[src/rtl/sram_req_arbiter.sv]
// Two-master to one-slave arbiter for the SRAM-like bus.
// Accepted requests are tracked in order so responses return to their issuer.
module sram_req_arbiter #(
    parameter int OUTST_DEPTH = 4,
    parameter int PTR_W       = 2
) (
    input  logic             clk,
    input  logic             reset,

    input  logic             inst_req,
    input  logic             inst_wr,
    input  logic [1:0]       inst_size,
    input  logic [31:0]      inst_addr,
    input  logic [3:0]       inst_wstrb,
    input  logic [31:0]      inst_wdata,
    output logic             inst_addr_ok,
    output logic             inst_data_ok,
    output logic [31:0]      inst_rdata,

    input  logic             data_req,
    input  logic             data_wr,
    input  logic [1:0]       data_size,
    input  logic [31:0]      data_addr,
    input  logic [3:0]       data_wstrb,
    input  logic [31:0]      data_wdata,
    output logic             data_addr_ok,
    output logic             data_data_ok,
    output logic [31:0]      data_rdata,

    output logic             mem_req,
    output logic             mem_wr,
    output logic [1:0]       mem_size,
    output logic [31:0]      mem_addr,
    output logic [3:0]       mem_wstrb,
    output logic [31:0]      mem_wdata,
    input  logic             mem_addr_ok,
    input  logic             mem_data_ok,
    input  logic [31:0]      mem_rdata,

    output logic [PTR_W:0]   outst_cnt,
    output logic             resp_err
);

    typedef enum logic [1:0] {
        IDLE,
        LOCK_I,
        LOCK_D
    } state_t;

    state_t                 state;
    state_t                 state_nxt;

    logic [OUTST_DEPTH-1:0] id_q;
    logic [PTR_W-1:0]       wptr;
    logic [PTR_W-1:0]       rptr;
    logic [PTR_W:0]         cnt;
    logic                   err_q;

    logic                   full;
    logic                   empty;
    logic                   gnt_i;
    logic                   gnt_d;
    logic                   push;
    logic                   pop;
    logic                   head_d;

    always_comb begin
        full  = (cnt == (PTR_W+1)'(OUTST_DEPTH));
        empty = (cnt == '0);
    end

    // A locked master keeps the port until accepted; a full tracker stalls new grants.
    always_comb begin
        gnt_i = 1'b0;
        gnt_d = 1'b0;
        unique case (state)
            LOCK_I: gnt_i = 1'b1;
            LOCK_D: gnt_d = 1'b1;
            default: begin
                if (!full) begin
                    if (data_req) begin
                        gnt_d = 1'b1;
                    end else if (inst_req) begin
                        gnt_i = 1'b1;
                    end
                end
            end
        endcase
    end

    always_comb begin
        mem_req   = (gnt_d & data_req) | (gnt_i & inst_req);
        mem_wr    = gnt_d ? data_wr    : inst_wr;
        mem_size  = gnt_d ? data_size  : inst_size;
        mem_addr  = gnt_d ? data_addr  : inst_addr;
        mem_wstrb = gnt_d ? data_wstrb : inst_wstrb;
        mem_wdata = gnt_d ? data_wdata : inst_wdata;
    end

    always_comb begin
        inst_addr_ok = mem_addr_ok & gnt_i & mem_req;
        data_addr_ok = mem_addr_ok & gnt_d & mem_req;
        push         = inst_addr_ok | data_addr_ok;
        pop          = mem_data_ok & !empty;
        head_d       = id_q[rptr];
    end

    // Responses use the head as it stood before this cycle's push.
    always_comb begin
        inst_data_ok = pop & !head_d;
        data_data_ok = pop & head_d;
        inst_rdata   = mem_rdata;
        data_rdata   = mem_rdata;
        outst_cnt    = cnt;
        resp_err     = err_q;
    end

    always_comb begin
        state_nxt = state;
        unique case (state)
            IDLE: begin
                if (gnt_d && !mem_addr_ok) begin
                    state_nxt = LOCK_D;
                end else if (gnt_i && !mem_addr_ok) begin
                    state_nxt = LOCK_I;
                end
            end
            LOCK_I: begin
                if (!inst_req || mem_addr_ok) begin
                    state_nxt = IDLE;
                end
            end
            LOCK_D: begin
                if (!data_req || mem_addr_ok) begin
                    state_nxt = IDLE;
                end
            end
            default: state_nxt = IDLE;
        endcase
    end

    always_ff @(posedge clk) begin
        if (reset) begin
            state <= IDLE;
            id_q  <= '0;
            wptr  <= '0;
            rptr  <= '0;
            cnt   <= '0;
            err_q <= 1'b0;
        end else begin
            state <= state_nxt;
            if (push) begin
                id_q[wptr] <= data_addr_ok;
                wptr       <= wptr + PTR_W'(1);
            end
            if (pop) begin
                rptr <= rptr + PTR_W'(1);
            end
            if (push && !pop) begin
                cnt <= cnt + (PTR_W+1)'(1);
            end else if (pop && !push) begin
                cnt <= cnt - (PTR_W+1)'(1);
            end
            if (mem_data_ok && empty) begin
                err_q <= 1'b1;
            end
        end
    end

endmodule

[config.mk]
export PLATFORM = sky130hd
export DESIGN_NAME = sram_req_arbiter
export DESIGN_NICKNAME = d
export VERILOG_FILES = /design/src/rtl/sram_req_arbiter.sv
export SDC_FILE = /design/constraint.sdc
export NUM_CORES = 1
export LEC_CHECK = 0
export BUFFER_PORTS_ARGS = -buffer_cell sky130_fd_sc_hd__buf_2
export CAP_MARGIN = 20
export CORE_AREA = 2 2 125 127
export CTS_BUF_LIST = sky130_fd_sc_hd__clkbuf_2
export DETAILED_ROUTE_END_ITERATION = 10
export DIE_AREA = 0 0 127 129
export SLEW_MARGIN = 20
export SYNTH_ARGS = -nofsm -noshare
export SYNTH_HDL_FRONTEND = slang
export SYNTH_SLANG_ARGS = --single-unit
[constraint.sdc]
create_clock -name clk -period 3.24 [get_ports clk]
set_clock_uncertainty 0.05 [all_clocks]
set_input_delay 0.162 -clock clk [delete_from_list [all_inputs] [get_ports clk]]
set_output_delay 0.162 -clock clk [all_outputs]
set_load 0.05 [all_outputs]
Word level (Yosys, flattened, before mapping)
Index checks and enable logic that the tools add are counted.
- register bits: 14
- bits of input ports: 180
- output and inout bits: 144
- logic and storage cells: 73
- add/subtract/negate cells: 4
- magnitude comparators: 3
- equal/unequal tests: 6
- mux-type cells: 24
- bitwise logic cells: 11
- reductions and logical operators: 19
- operators with widths (cell ; number):
    $mux 32 ; 2
    $mux 2 ; 5
    $and 1x1->1 ; 9
    $mux 1 ; 8
    $logic_not 1->1 ; 7
    $logic_and 1x1->1 ; 6
    $lt 2x3->1 const B ; 2
    $mux 3 ; 2
    $pmux 2 s3 ; 1
    $add 2x1->2 const B ; 2
    $bwmux 4 ; 1
    $mux 4 ; 1
    $ne 2x2->1 const B ; 2
    $pmux 1 s2 ; 2
    $add 3x1->3 const B ; 1
    $eq 3x3->1 const B ; 1
    $logic_not 3->1 ; 1
    $ne 3x3->1 const B ; 1
    $reduce_and 3->1 ; 1
    $sub 3x1->3 const B ; 1
    $bmux 1 s2 ; 1
    $demux 1 s2 ; 1
    $eq 2x1->1 const B ; 1
    $eq 2x2->1 const B ; 1
    5 further kinds ; 7

Logic depth before layout (Yosys ltp)
Gate-level depths: netlist (run 1).
- depth after elaboration: 12
- mapped depth: 13
- mapped depth without buffers: 12

Worst setup path after synthesis (run 1)
OpenSTA, ideal clock, no wires.
- path type: register to register
- from: register cnt[2] (netlist: outst_cnt[2])
- to: register cnt[2] (netlist: outst_cnt[2])
- setup time: 71 ps
- arrival time: 3003 ps
- required time: 3119 ps
- slack: 116 ps
- cell stages (with the launch flop): 12
- path buffers: 1
- period minus slack after synthesis: 3124 ps
- cell sequence: dfxtp_1 > or3b_1 > a31o_2 > buf_2 > or2_2 > and2_1 > ha_1 > inv_1 > fa_1 > xor2_1 > or3_1 > a21oi_1
- longest elaborated chain between the ends: 10
- elaborated cells on any way between the ends: 25
- classes of those cells: add/sub (2); eq/ne (1); mux (6); bitwise (9); reduce/logical (7)
- RTL lines (element ; line ; text):
    start, declared ; 56 ; logic [PTR_W:0] cnt;
    start signal, assigned ; 160 ; cnt <= cnt + (PTR_W+1)'(1);
    start signal, assigned ; 162 ; cnt <= cnt - (PTR_W+1)'(1);
    $eq 3x3->1 * ; 68 ; full = (cnt == (PTR_W+1)'(OUTST_DEPTH));
    $mux 1 ; 80 ; if (!full) begin
    $pmux 1 s2 ; 76 ; unique case (state)
    $and 1x1->1 ; 92 ; mem_req = (gnt_d & data_req) | (gnt_i & inst_req);
    $or 1x1->1 * ; 92 ;
    named net mem_req ; 30 ; output logic mem_req,
    $and 1x1->1 (on tied branches) ; 101, 102 ;
    $or 1x1->1 * ; 103 ; push = inst_addr_ok | data_addr_ok;
    named net push ; 63 ; logic push;
    $logic_not 1->1 ; 161 ; end else if (pop && !push) begin
    $logic_and 1x1->1 ; 161 ;
    $reduce_bool 2->1 (no source line) ; -- ;
Mark *: on every way through the listed nets, which the timed path passes. The rest lies on a longest branch. The select of a mux whose other input is x is not followed.
A chain may end at the register's enable or synchronous reset.

Worst setup path after layout (run 1)
- from: register state[1]
- to: register cnt[2] (netlist: outst_cnt[2])
- longest elaborated chain between the ends: 9
- elaborated cells on any way between the ends: 17
- classes of those cells: eq/ne (2); mux (3); bitwise (8); reduce/logical (4)
- RTL lines (element ; line ; text):
    start, declared ; 50 ; state_t state;
    start signal, assigned ; 151 ; state <= state_nxt;
    $eq 2x2->1 or $eq 2x1->1 (tied branches) ; 76 ;
    $pmux 1 s2 ; 76 ;
    $and 1x1->1 ; 92 ;
    $or 1x1->1 ; 92 ;
    $and 1x1->1 (on tied branches) ; 101, 102 ;
    $or 1x1->1 * ; 103 ;
    named net push ; 63 ;
    $logic_not 1->1 ; 161 ;
    $logic_and 1x1->1 ; 161 ;
    $reduce_bool 2->1 (no source line) ; -- ;
Mark *: on every way through the listed nets, which the timed path passes. The rest lies on a longest branch.

==> results, run 1 <==
- In this run the clock root is driven by a sky130_fd_sc_hd__clkbuf_2.
- Based on the critical path, the design can be clocked at up to 0.3259 GHz.
- The tightest hold margin is around 0.07 ns.
- The deepest clock path buffer count is 2.
- TritonCTS built the clock tree.
- The global-route wire length before repair is 12.94 mm.
- The initialized floorplan defines between 40 and 50 standard-cell rows.
- The antenna cell count is 0.
- In the routed design, unresolved DRC markers number 0.
- The number of search-and-repair iterations in the first detailed-routing pass is 4.
- Before CTS, the worst setup slack after placement is between 0.1 and 0.15 ns.
- The HPWL after detailed placement is 8.185 mm.
- The synthesis-to-finish area growth is 31.56%.
- Counting distinct cell types in the post-synthesis netlist gives 42.
- Synthesis produced a netlist whose cell count is between 200 and 250.
- In this run the static leakage power is between 1.5 and 2 nW.
- Once detail routing completed, the nets flagged for antenna violations numbered 0.
- The actual transition at the worst max-transition pin is about 0.49 ns.
- The kind of cell adding the most delay to the critical path is simple AND/OR/NAND/NOR gates.
- The worst setup path is of the flip-flop to flip-flop kind.
- From left edge to right edge, the die measures ~130 um.
- The proportion of layout cells with a drive suffix above 1 is 0.7717.
- Clock tree synthesis inserted a total of 3 buffers.
- The total number of clock tree sinks is 14.
- In the synthesized netlist the dominant register cell turns out to be sky130_fd_sc_hd__dfxtp_1.
- The final clock period utilization by the worst path is 0.9470.
- The die outline area is 16380 sq um.
- The initial utilization of the core area, before any placement, comes to 0.1697.
- The clock-pin slew on the worst setup and hold paths is approximately 0.14 ns.
- The initial antenna violation count was 0.
- The power consumption is 3.954 mW.
- The number of synthesized flops with an enable pin is 0.
- For this run, the register share of the synthesized area comes to 0.1103.
- The worst pin sits at a relative slew slack of 0.6709.
- Setup repair after global routing left no endpoint under its margin.
- The synthesized netlist net count is 433.
- The dominant combinational cell family by area after synthesis is multiplexers.
- The sort of element at the start of the critical path is a flip-flop.
- Entering global routing, the biggest net connects 29 pins.
- The aggregate negative setup slack is 0 ns.
- The detailed-route vias per instance is 3.988.
- The layout has 1661 filler cells.
- In this run, post-CTS hold repair placed 0 buffers.
- Across the whole layout, storage elements account for between 200 and 300 sq um.
- The synthesized-area fraction occupied by ao, oa, aoi and oai cells is 0.07681.
- The first-iteration detailed-routing DRC count is between 70 and 80.
- The total of warnings raised by yosys is 0.
- Global routing finished with a remaining overflow of 0.
- The number of max-slew violations in the final report is 0.
- Across the VDD grid, the largest voltage drop is between 0.0005 and 0.0006 V.
- The clock latency on the worst-skew pair is roughly 0.29 ns.
- The sum of buffers and inverters on the critical path is 2.
- The post-synthesis average cell area is 10.41 sq um.
- The hold violation count in the final report is 0.
- The cell that appears most often on the critical path is sky130_fd_sc_hd__inv_1.
- The data required time at the worst endpoint is between 3 and 4 ns.
- For this run, the total global-route usage over all layers was measured as 0.1027.
- In this run the worst hold path is classified as primary input to flip-flop.
- The count of buffers added on input and output ports is 227.
- The multi-input combinational cells in the finished layout cover a total of between 1500 and 2000 sq um.
- The highest net fanout along the worst path is 6.
- The via count of the first global-routing pass is around 2300.
- The region available for standard cell placement spans ~15000 sq um.
- The die height is roughly 130 um.
- The cell area that synthesis handed to floorplanning was ~2500 sq um.
- The final route contains ~2400 vias.
- CTS built an H-tree with a depth of 1.
- The number of maximum-capacitance constraint violations is 0.
- The share of the synthesized netlist area taken by xor and xnor gates is 0.01379.
- The slack of the critical path is roughly 0.17 ns.
- The routed design has around 9.6 mm of wire.
- The count of state elements after synthesis is 14.
- Of the total synthesized cell area, the portion taken by AND, OR, NAND and NOR gates is 0.07386.
- The final design utilization is 0.2232.
- The cell with the largest stage delay on the worst path is sky130_fd_sc_hd__or4b_4.
- around 320 I/O pins were placed.
- In this design, the stage delay of the slowest critical-path cell is 0.51 ns.
- The setup-violating endpoint count in the final report is 0.
- Routability-driven placement finished with a final weighted congestion of around 0.82.
- The number of setup buffers added after CTS is 0.
- The smallest clock period supported by the final layout is computed as a little over 3 ns.
- The average routed wire per standard cell is 16.24 um.
- The worst setup path is captured at a flip-flop.
- Measured against the total synthesized area, the mux share comes to 0.4170.
- In this run the power density over the cells is roughly 1200 nW/um^2.
- The signal on the critical path passes through inv_1, ha_2, or4b_4, and3_1, or2_2, and2_1, ha_1, inv_1, fa_1, xor2_1, or3_1, a21oi_1.
- The worst path arrival time is 3.26 ns.
- The number of nets at the end of the flow is 593.
- The share of synthesized cell area in full adder, half adder and majority cells is 0.04727.
- After synthesis, the share of flip-flops with an asynchronous set or reset is 0.
- The run finished with clean final reports.
## synthesized netlist by cell type (2+ instances only)
master / count / area share
sky130_fd_sc_hd__nor2_1: 10 / 0.015
sky130_fd_sc_hd__o21ai_0: 2 / 0.0039
sky130_fd_sc_hd__mux2i_1: 2 / 0.0079
sky130_fd_sc_hd__dfxtp_1: 14 / 0.11
sky130_fd_sc_hd__a32o_1: 5 / 0.020
sky130_fd_sc_hd__ha_1: 8 / 0.039
sky130_fd_sc_hd__buf_12: 6 / 0.047
sky130_fd_sc_hd__o211ai_1: 4 / 0.012
sky130_fd_sc_hd__mux2_4: 58 / 0.34
sky130_fd_sc_hd__and3_1: 4 / 0.0098
sky130_fd_sc_hd__clkbuf_1: 2 / 0.0030
sky130_fd_sc_hd__nand2b_1: 2 / 0.0049
sky130_fd_sc_hd__inv_1: 7 / 0.010
sky130_fd_sc_hd__o311ai_0: 2 / 0.0069
sky130_fd_sc_hd__mux2_2: 13 / 0.058
sky130_fd_sc_hd__nand2_1: 6 / 0.0089
sky130_fd_sc_hd__nor3_1: 3 / 0.0059
sky130_fd_sc_hd__buf_4: 64 / 0.19
sky130_fd_sc_hd__a21oi_1: 4 / 0.0079
sky130_fd_sc_hd__buf_2: 2 / 0.0039
sky130_fd_sc_hd__xor2_1: 4 / 0.014
sky130_fd_sc_hd__nand3_1: 2 / 0.0039
## routing by layer
layer  wire length [um]  up-vias  global-route usage  share of wire
met5                  0        -                   0              0
met4                 29        0            0.009050         0.0030
met3                922        5             0.03368          0.096
met2               4723      156              0.1806           0.49
met1               3924     1080              0.1276           0.41
li1                   -     1116                   -              -
## registers in the layout, summed over array words and instances, names as in the netlist
register	count
resp_err	1
rptr	2
state	2
id_q	4
outst_cnt	3
wptr	2
## timing repair
| action | in CTS | in global routing |
|---|---|---|
| setup endpoints to repair | 0 | 1 |
| hold endpoints to repair | 0 | 0 |
| resized for setup | 0 | 1 |
## per-stage QoR
stage,cells,cell area [sq um]
2_1_floorplan,244,2541
3_3_place_gp,587,3322
3_5_place_dp,587,3322
4_1_cts,591,3341
5_1_grt,591,3343
6_report,591,3343
## kinds of logic (layout without fill, tap and decap cells)
group | after synthesis | in the layout
buf+inv | 83 | 242
mux | 74 | 74
simple gates | 35 | 35
compound gates | 25 | 25
flops | 14 | 14
fa+ha+maj | 9 | 9
xor+xnor | 4 | 4
## layout by cell type (no fill, tap or decap), types with 2 or more instances in the layout
cell / n
sky130_fd_sc_hd__mux2_2: 13
sky130_fd_sc_hd__nand2_1: 6
sky130_fd_sc_hd__dfxtp_1: 14
sky130_fd_sc_hd__o21ai_0: 2
sky130_fd_sc_hd__xor2_1: 4
sky130_fd_sc_hd__a32o_1: 5
sky130_fd_sc_hd__nand2b_1: 2
sky130_fd_sc_hd__ha_1: 7
sky130_fd_sc_hd__nor3_1: 3
sky130_fd_sc_hd__and3_1: 4
sky130_fd_sc_hd__a21oi_1: 4
sky130_fd_sc_hd__buf_4: 2
sky130_fd_sc_hd__mux2i_1: 2
sky130_fd_sc_hd__clkbuf_2: 3
sky130_fd_sc_hd__mux2_4: 58
sky130_fd_sc_hd__nand3_1: 2
sky130_fd_sc_hd__buf_2: 227
sky130_fd_sc_hd__clkinv_1: 2
sky130_fd_sc_hd__o311ai_0: 2
sky130_fd_sc_hd__inv_1: 7
sky130_fd_sc_hd__o211ai_1: 4
sky130_fd_sc_hd__nor2_1: 10
## final cells by class
cell class                 instances  area share
sequential                        14     0.08383
tap                              188     0.07036
inverter                           8    0.008982
clock inverter                     1    0.001123
multi-input combinational        147      0.4809
timing repair buffer             230      0.3503
clock buffer                       3    0.004491
## power by group
part / internal, mW / switching, mW / total, mW
sequential: 0.224 / 0.0600 / 0.284
clock: 0.0268 / 0.0613 / 0.0881
combinational: 1.23 / 2.36 / 3.58
total: 1.48 / 2.48 / 3.95
## worst reg2reg max path, cell delays in order, from the launching register on
cell                      delay [ns]
sky130_fd_sc_hd__dfxtp_1        0.41
sky130_fd_sc_hd__inv_1          0.08
sky130_fd_sc_hd__ha_2           0.31
sky130_fd_sc_hd__or4b_4         0.51
sky130_fd_sc_hd__and3_1         0.23
sky130_fd_sc_hd__or2_2          0.29
sky130_fd_sc_hd__and2_1         0.16
sky130_fd_sc_hd__ha_1           0.21
sky130_fd_sc_hd__inv_1          0.07
sky130_fd_sc_hd__fa_1           0.18
sky130_fd_sc_hd__xor2_1         0.07
sky130_fd_sc_hd__or3_1          0.30
sky130_fd_sc_hd__a21oi_1        0.13
## path summary, 6_finish.rpt
check | start | to | slack [ns] | cells past startpoint
hold / removal | mem_data_ok | resp_err$_SDFFE_PP0P_ | 0.07 | 3
setup / recovery | state[1]$_SDFFE_PP0P_ | outst_cnt[2]$_SDFFE_PP0P_ | 0.17 | 12
hold reg to reg | resp_err$_SDFFE_PP0P_ | resp_err$_SDFFE_PP0P_ | 0.43 | 2
setup reg to reg | state[1]$_SDFFE_PP0P_ | outst_cnt[2]$_SDFFE_PP0P_ | 0.17 | 12
Note: power is estimated with default switching activity, not from simulation.
==> run 2: changes to the inputs <==
--- a/config.mk
+++ b/config.mk
@@ -5,12 +5,13 @@
 export SDC_FILE = /design/constraint.sdc
 export NUM_CORES = 1
 export LEC_CHECK = 0
+export ABC_AREA = 1
 export BUFFER_PORTS_ARGS = -buffer_cell sky130_fd_sc_hd__buf_2
 export CAP_MARGIN = 20
-export CORE_AREA = 2 2 125 127
+export CORE_AREA = 2 2 128 130
 export CTS_BUF_LIST = sky130_fd_sc_hd__clkbuf_2
 export DETAILED_ROUTE_END_ITERATION = 10
-export DIE_AREA = 0 0 127 129
+export DIE_AREA = 0 0 130 132
 export SLEW_MARGIN = 20
 export SYNTH_ARGS = -nofsm -noshare
 export SYNTH_HDL_FRONTEND = slang
==> run 2 against run 1 <==
Effect of this change:
- worst hold slack better by 0.022 ns
- final area fell by 6.5%
- first-iteration DRC count up 6.8%
- largest power group unchanged
==> results, run 2 <==
- The number of antenna diodes in the final layout is 0.
- The register with the most flip-flops in the layout has 4 of them.
- The final RePlAce weighted congestion is 0.7362.
- The proportion of layout cells with a drive suffix above 1 is 0.4395.
- At the end of the flow, the number of nets in the layout was 753.
- Setup violations remaining at the end of the flow were counted as 0.
- The worst setup path is launched from a flip-flop.
- Synthesis inferred 14 register bits.
- The switching power total is roughly 1.7 mW.
- For this run, design rule violations remaining after detail routing come to 0.
- The placed wire-length estimate is 6.969 mm.
- The static power due to leakage is 1.947 nW.
- Of all flip-flops after synthesis, the portion carrying an async set or reset was 0.
- The setup path with the least slack is of type flip-flop to output port.
- STA puts the critical path data arrival time at roughly 2.7 ns.
- The aggregate global-route resource usage is 0.08711.
- The top cell type by total area after synthesis is sky130_fd_sc_hd__nand2_1.
- The largest single stage delay on the critical path is roughly 0.60 ns.
- The highest net fanout along the worst path is 74.
- Counting every net in the synthesized netlist gives roughly 600.
- The chip width is 130 um.
- The floorplan step set the die height to 132 um.
- Power spread over the standard cell area amounts to about 800 nW/um^2.
- The initialized floorplan defines 46 standard-cell rows.
- The routed length on met1 is about 3.4 mm.
- The maximum clock rate is 0.3490 GHz.
- TritonCTS built the clock tree.
- Hold is met by roughly 0.092 ns.
- The initial antenna violation count was 0.
- The minimum clock period after layout is between 2 and 3 ns.
- The first detailed-routing pass ran for 6 iterations.
- The min-delay analysis places its worst path in the category primary input to flip-flop.
- The overall overflow remaining after global route is 0.
- The switching power share of the total is 0.7070.
- The portion of total power attributed to sequential cells is 0.100.
- The flop-to-flop setup slack is roughly 0.69 ns.
- The first global-routing pass estimated between 10 and 15 mm of wire.
- The synthesis-to-finish area growth is 41.23%.
- The library cell used most frequently in the layout, excluding fill and tap cells, is sky130_fd_sc_hd__nand2_1.
- The number of setup buffers added after CTS is 0.
- The layout filler cell count is 1815.
- The internal portion of the total power is between 700 and 800 uW.
- Summed over all nets, wire length on met2 after detailed routing comes to roughly 4.1 mm.
- The aggregate negative setup slack is 0 ns.
- For this block, the initial DRC count from the detailed router was between 70 and 80.
- The launching element of the worst setup path is state[0]$_SDFFE_PP0P_.
- The total via count after detailed routing is 2859.
- The count of boundary I/O pins is around 320.
- Detailed routing placed a total of about 1 mm of wire on met3.
- The share of total power in the clock network is 0.033.
- At the pin with the least slew margin, the transition time is ~0.75 ns.
- The average instance in the mapped netlist occupies ~5.4 sq um.
- The number of max-slew violations in the final report came to 0.
- For the worst setup path, the data required time is approximately 3.0 ns.
- Entering global routing, the biggest net connects 75 pins.
- The cell count after synthesis came out at about 400.
- Ranked by total cell area, the synthesized netlist is headed by sky130_fd_sc_hd__nand2_1 40%, sky130_fd_sc_hd__buf_4 22%, sky130_fd_sc_hd__dfxtp_1 13%, sky130_fd_sc_hd__ha_1 4.5%, sky130_fd_sc_hd__buf_2 3.2%.
- VDD sags by at most 0.0004061 V.
- By instance count, the cell type seen most on the critical path is sky130_fd_sc_hd__buf_4.
- The launch instance of the worst min-delay path is reset.
- By count the netlist is led by 235 x sky130_fd_sc_hd__nand2_1, 64 x sky130_fd_sc_hd__buf_4, 14 x sky130_fd_sc_hd__buf_2, 14 x sky130_fd_sc_hd__dfxtp_1, 13 x sky130_fd_sc_hd__inv_1.
- The total of warnings raised by yosys is 0.
- The largest individual stage delay along the critical path comes from the cell sky130_fd_sc_hd__buf_4.
- In this run, CTS created clock tree buffers numbering 3.
- The register bank with the most flops is id_q.
- The clock latency on the worst-skew pair is ~0.28 ns.
- The highest metal layer carrying signal wires in the routed design is met4.
- The run finished with clean final reports.
- The starting utilization of the core area is 0.1408.
- The tool flagged a number of max-cap violations equal to 0.
- The worst setup path is captured at an output port.
- The combinational share of power is 0.867.
- The CTS H-tree depth is 1.
- The number of buffer cells added on primary ports is between 200 and 250.
- Dividing the detail-routed wire length by the instance count gives roughly 11 um.
- The count of hold-fix buffers inserted at cts is 0.
- The total number of clock tree sinks is 14.
- The detailed-route vias per instance is between 3 and 4.
- The worst pin sits at a relative slew slack of 0.5001.
- The via count of the first global-routing pass is ~2600.
- By instance count, the leading cell after synthesis is sky130_fd_sc_hd__nand2_1.
- The critical path goes through inv_1, ha_1, nor2_2, nand2_1, nand2_2, buf_4, inv_2, buf_4, nor2_1, buf_2.
- The placeable core region is around 16000 sq um.
- For this run, the register share of the synthesized area comes to 0.1267.
- The startpoint of the most critical register-to-register path is state[0]$_SDFFE_PP0P_.
- The final design utilization is 0.1988.
- The cell area after technology mapping is ~2200 sq um.
- The slack of the critical path is about 0.37 ns.
- The number of synthesized flops with an enable pin is 0.
- The primary flip-flop cell chosen by synthesis mapping is sky130_fd_sc_hd__dfxtp_1.
- The netlist uses 26 different library cells.
- The post-route antenna net violation count is 0.
- The total routed wirelength is 8.523 mm.
- Setup repair after global routing left no endpoint under its margin.
- Prior to clock tree synthesis, the placed netlist has a worst setup slack of 0.6022 ns.
- The power consumption is 2.437 mW.
- After clock tree synthesis, the repair step resized 0 gates.
- Leaving out fill and tap cells, the most frequent cells in the layout are 235 x sky130_fd_sc_hd__nand2_1, 225 x sky130_fd_sc_hd__buf_2, 14 x sky130_fd_sc_hd__dfxtp_1.
- The clock passes through at most 2 buffers.
- The die covers between 15000 and 20000 sq um.
- Of the available clock period, the critical path in the final layout requires 0.8844.
- The share of synthesized area in the top cell type comes to 0.3988.
- Clock tree synthesis selected as its root buffer the cell sky130_fd_sc_hd__clkbuf_2.
- The hold violation count in the final report was 0.
- Clock-pin slew was measured on the worst setup and hold paths at approximately 0.14 ns.
## run 2: changes by cell type in the layout (fill, tap and decap cells not counted), sizes merged, moves of 5 or more
cell / delta
a32o: -5
inv: +10
a21oi: +8
mux2: -71
nand3: +9
nand2: +235
## run 2: area by class of cell
type,instances,area [sq um],share of cell area
Sequential cell,14,280.3,0.08971
Multi-Input combinational cell,297,1301,0.4165
Inverter,18,68.82,0.02203
Clock buffer,3,15.01,0.004806
Tap cell,216,270.3,0.08650
Timing Repair Buffer,230,1189,0.3805
## run 2: path summary, 6_finish.rpt
check	endpoint	cells after the start
worst max register to register	outst_cnt[2]$_SDFFE_PP0P_	16
worst max-delay path	data_addr_ok	10
worst min-delay path	id_q[1]$_SDFFE_PP0P_	2
worst min register to register	id_q[0]$_SDFFE_PP0P_	2
## run 2: cell families after synthesis
| logic type | count (synthesis) | share of synthesized area |
|---|---|---|
| and+or+nand+nor | 266 | 0.4791 |
| buffers and inverters | 97 | 0.2851 |
| AOI/OAI and AO/OA | 21 | 0.05091 |
| DFF | 14 | 0.1267 |
| adders and majority gates | 9 | 0.05430 |
| xor gates and xnor gates | 1 | 0.003960 |
## run 2: critical path: cells and delay by family, from the launching register on
| kind | cells | cell delay (ns) |
|---|---|---|
| adders and majority gates | 1 | 0.35 |
| buffers and inverters | 5 | 1.29 |
| DFF | 1 | 0.35 |
| and+or+nand+nor | 4 | 0.39 |
## run 2: stage by stage
| step | area, sq um | std cells |
|---|---|---|
| after global routing | 3124 | 778 |
| after detailed placement | 3109 | 775 |
| after floorplan | 2212 | 408 |
| after global placement | 3109 | 775 |
| after CTS | 3124 | 778 |
| final | 3124 | 778 |
## run 2: power groups by stage
stage / combinational (mW) / clock, mW / sequential [mW]
2_1_floorplan: 1.77 / 0 / 0.303
3_3_place_gp: 2.13 / 0 / 0.247
3_5_place_dp: 2.13 / 0 / 0.247
4_1_cts: 2.14 / 0.0826 / 0.243
5_1_grt: 2.27 / 0.0910 / 0.248
6_report: 2.11 / 0.0807 / 0.242
## run 2: per-layer routing
layer  vias to the layer above  track usage
li1                       1484            -
met1                      1168      0.09387
met4                         0      0.01493
met5                         -            0
met2                       201       0.1667
met3                         6      0.02597
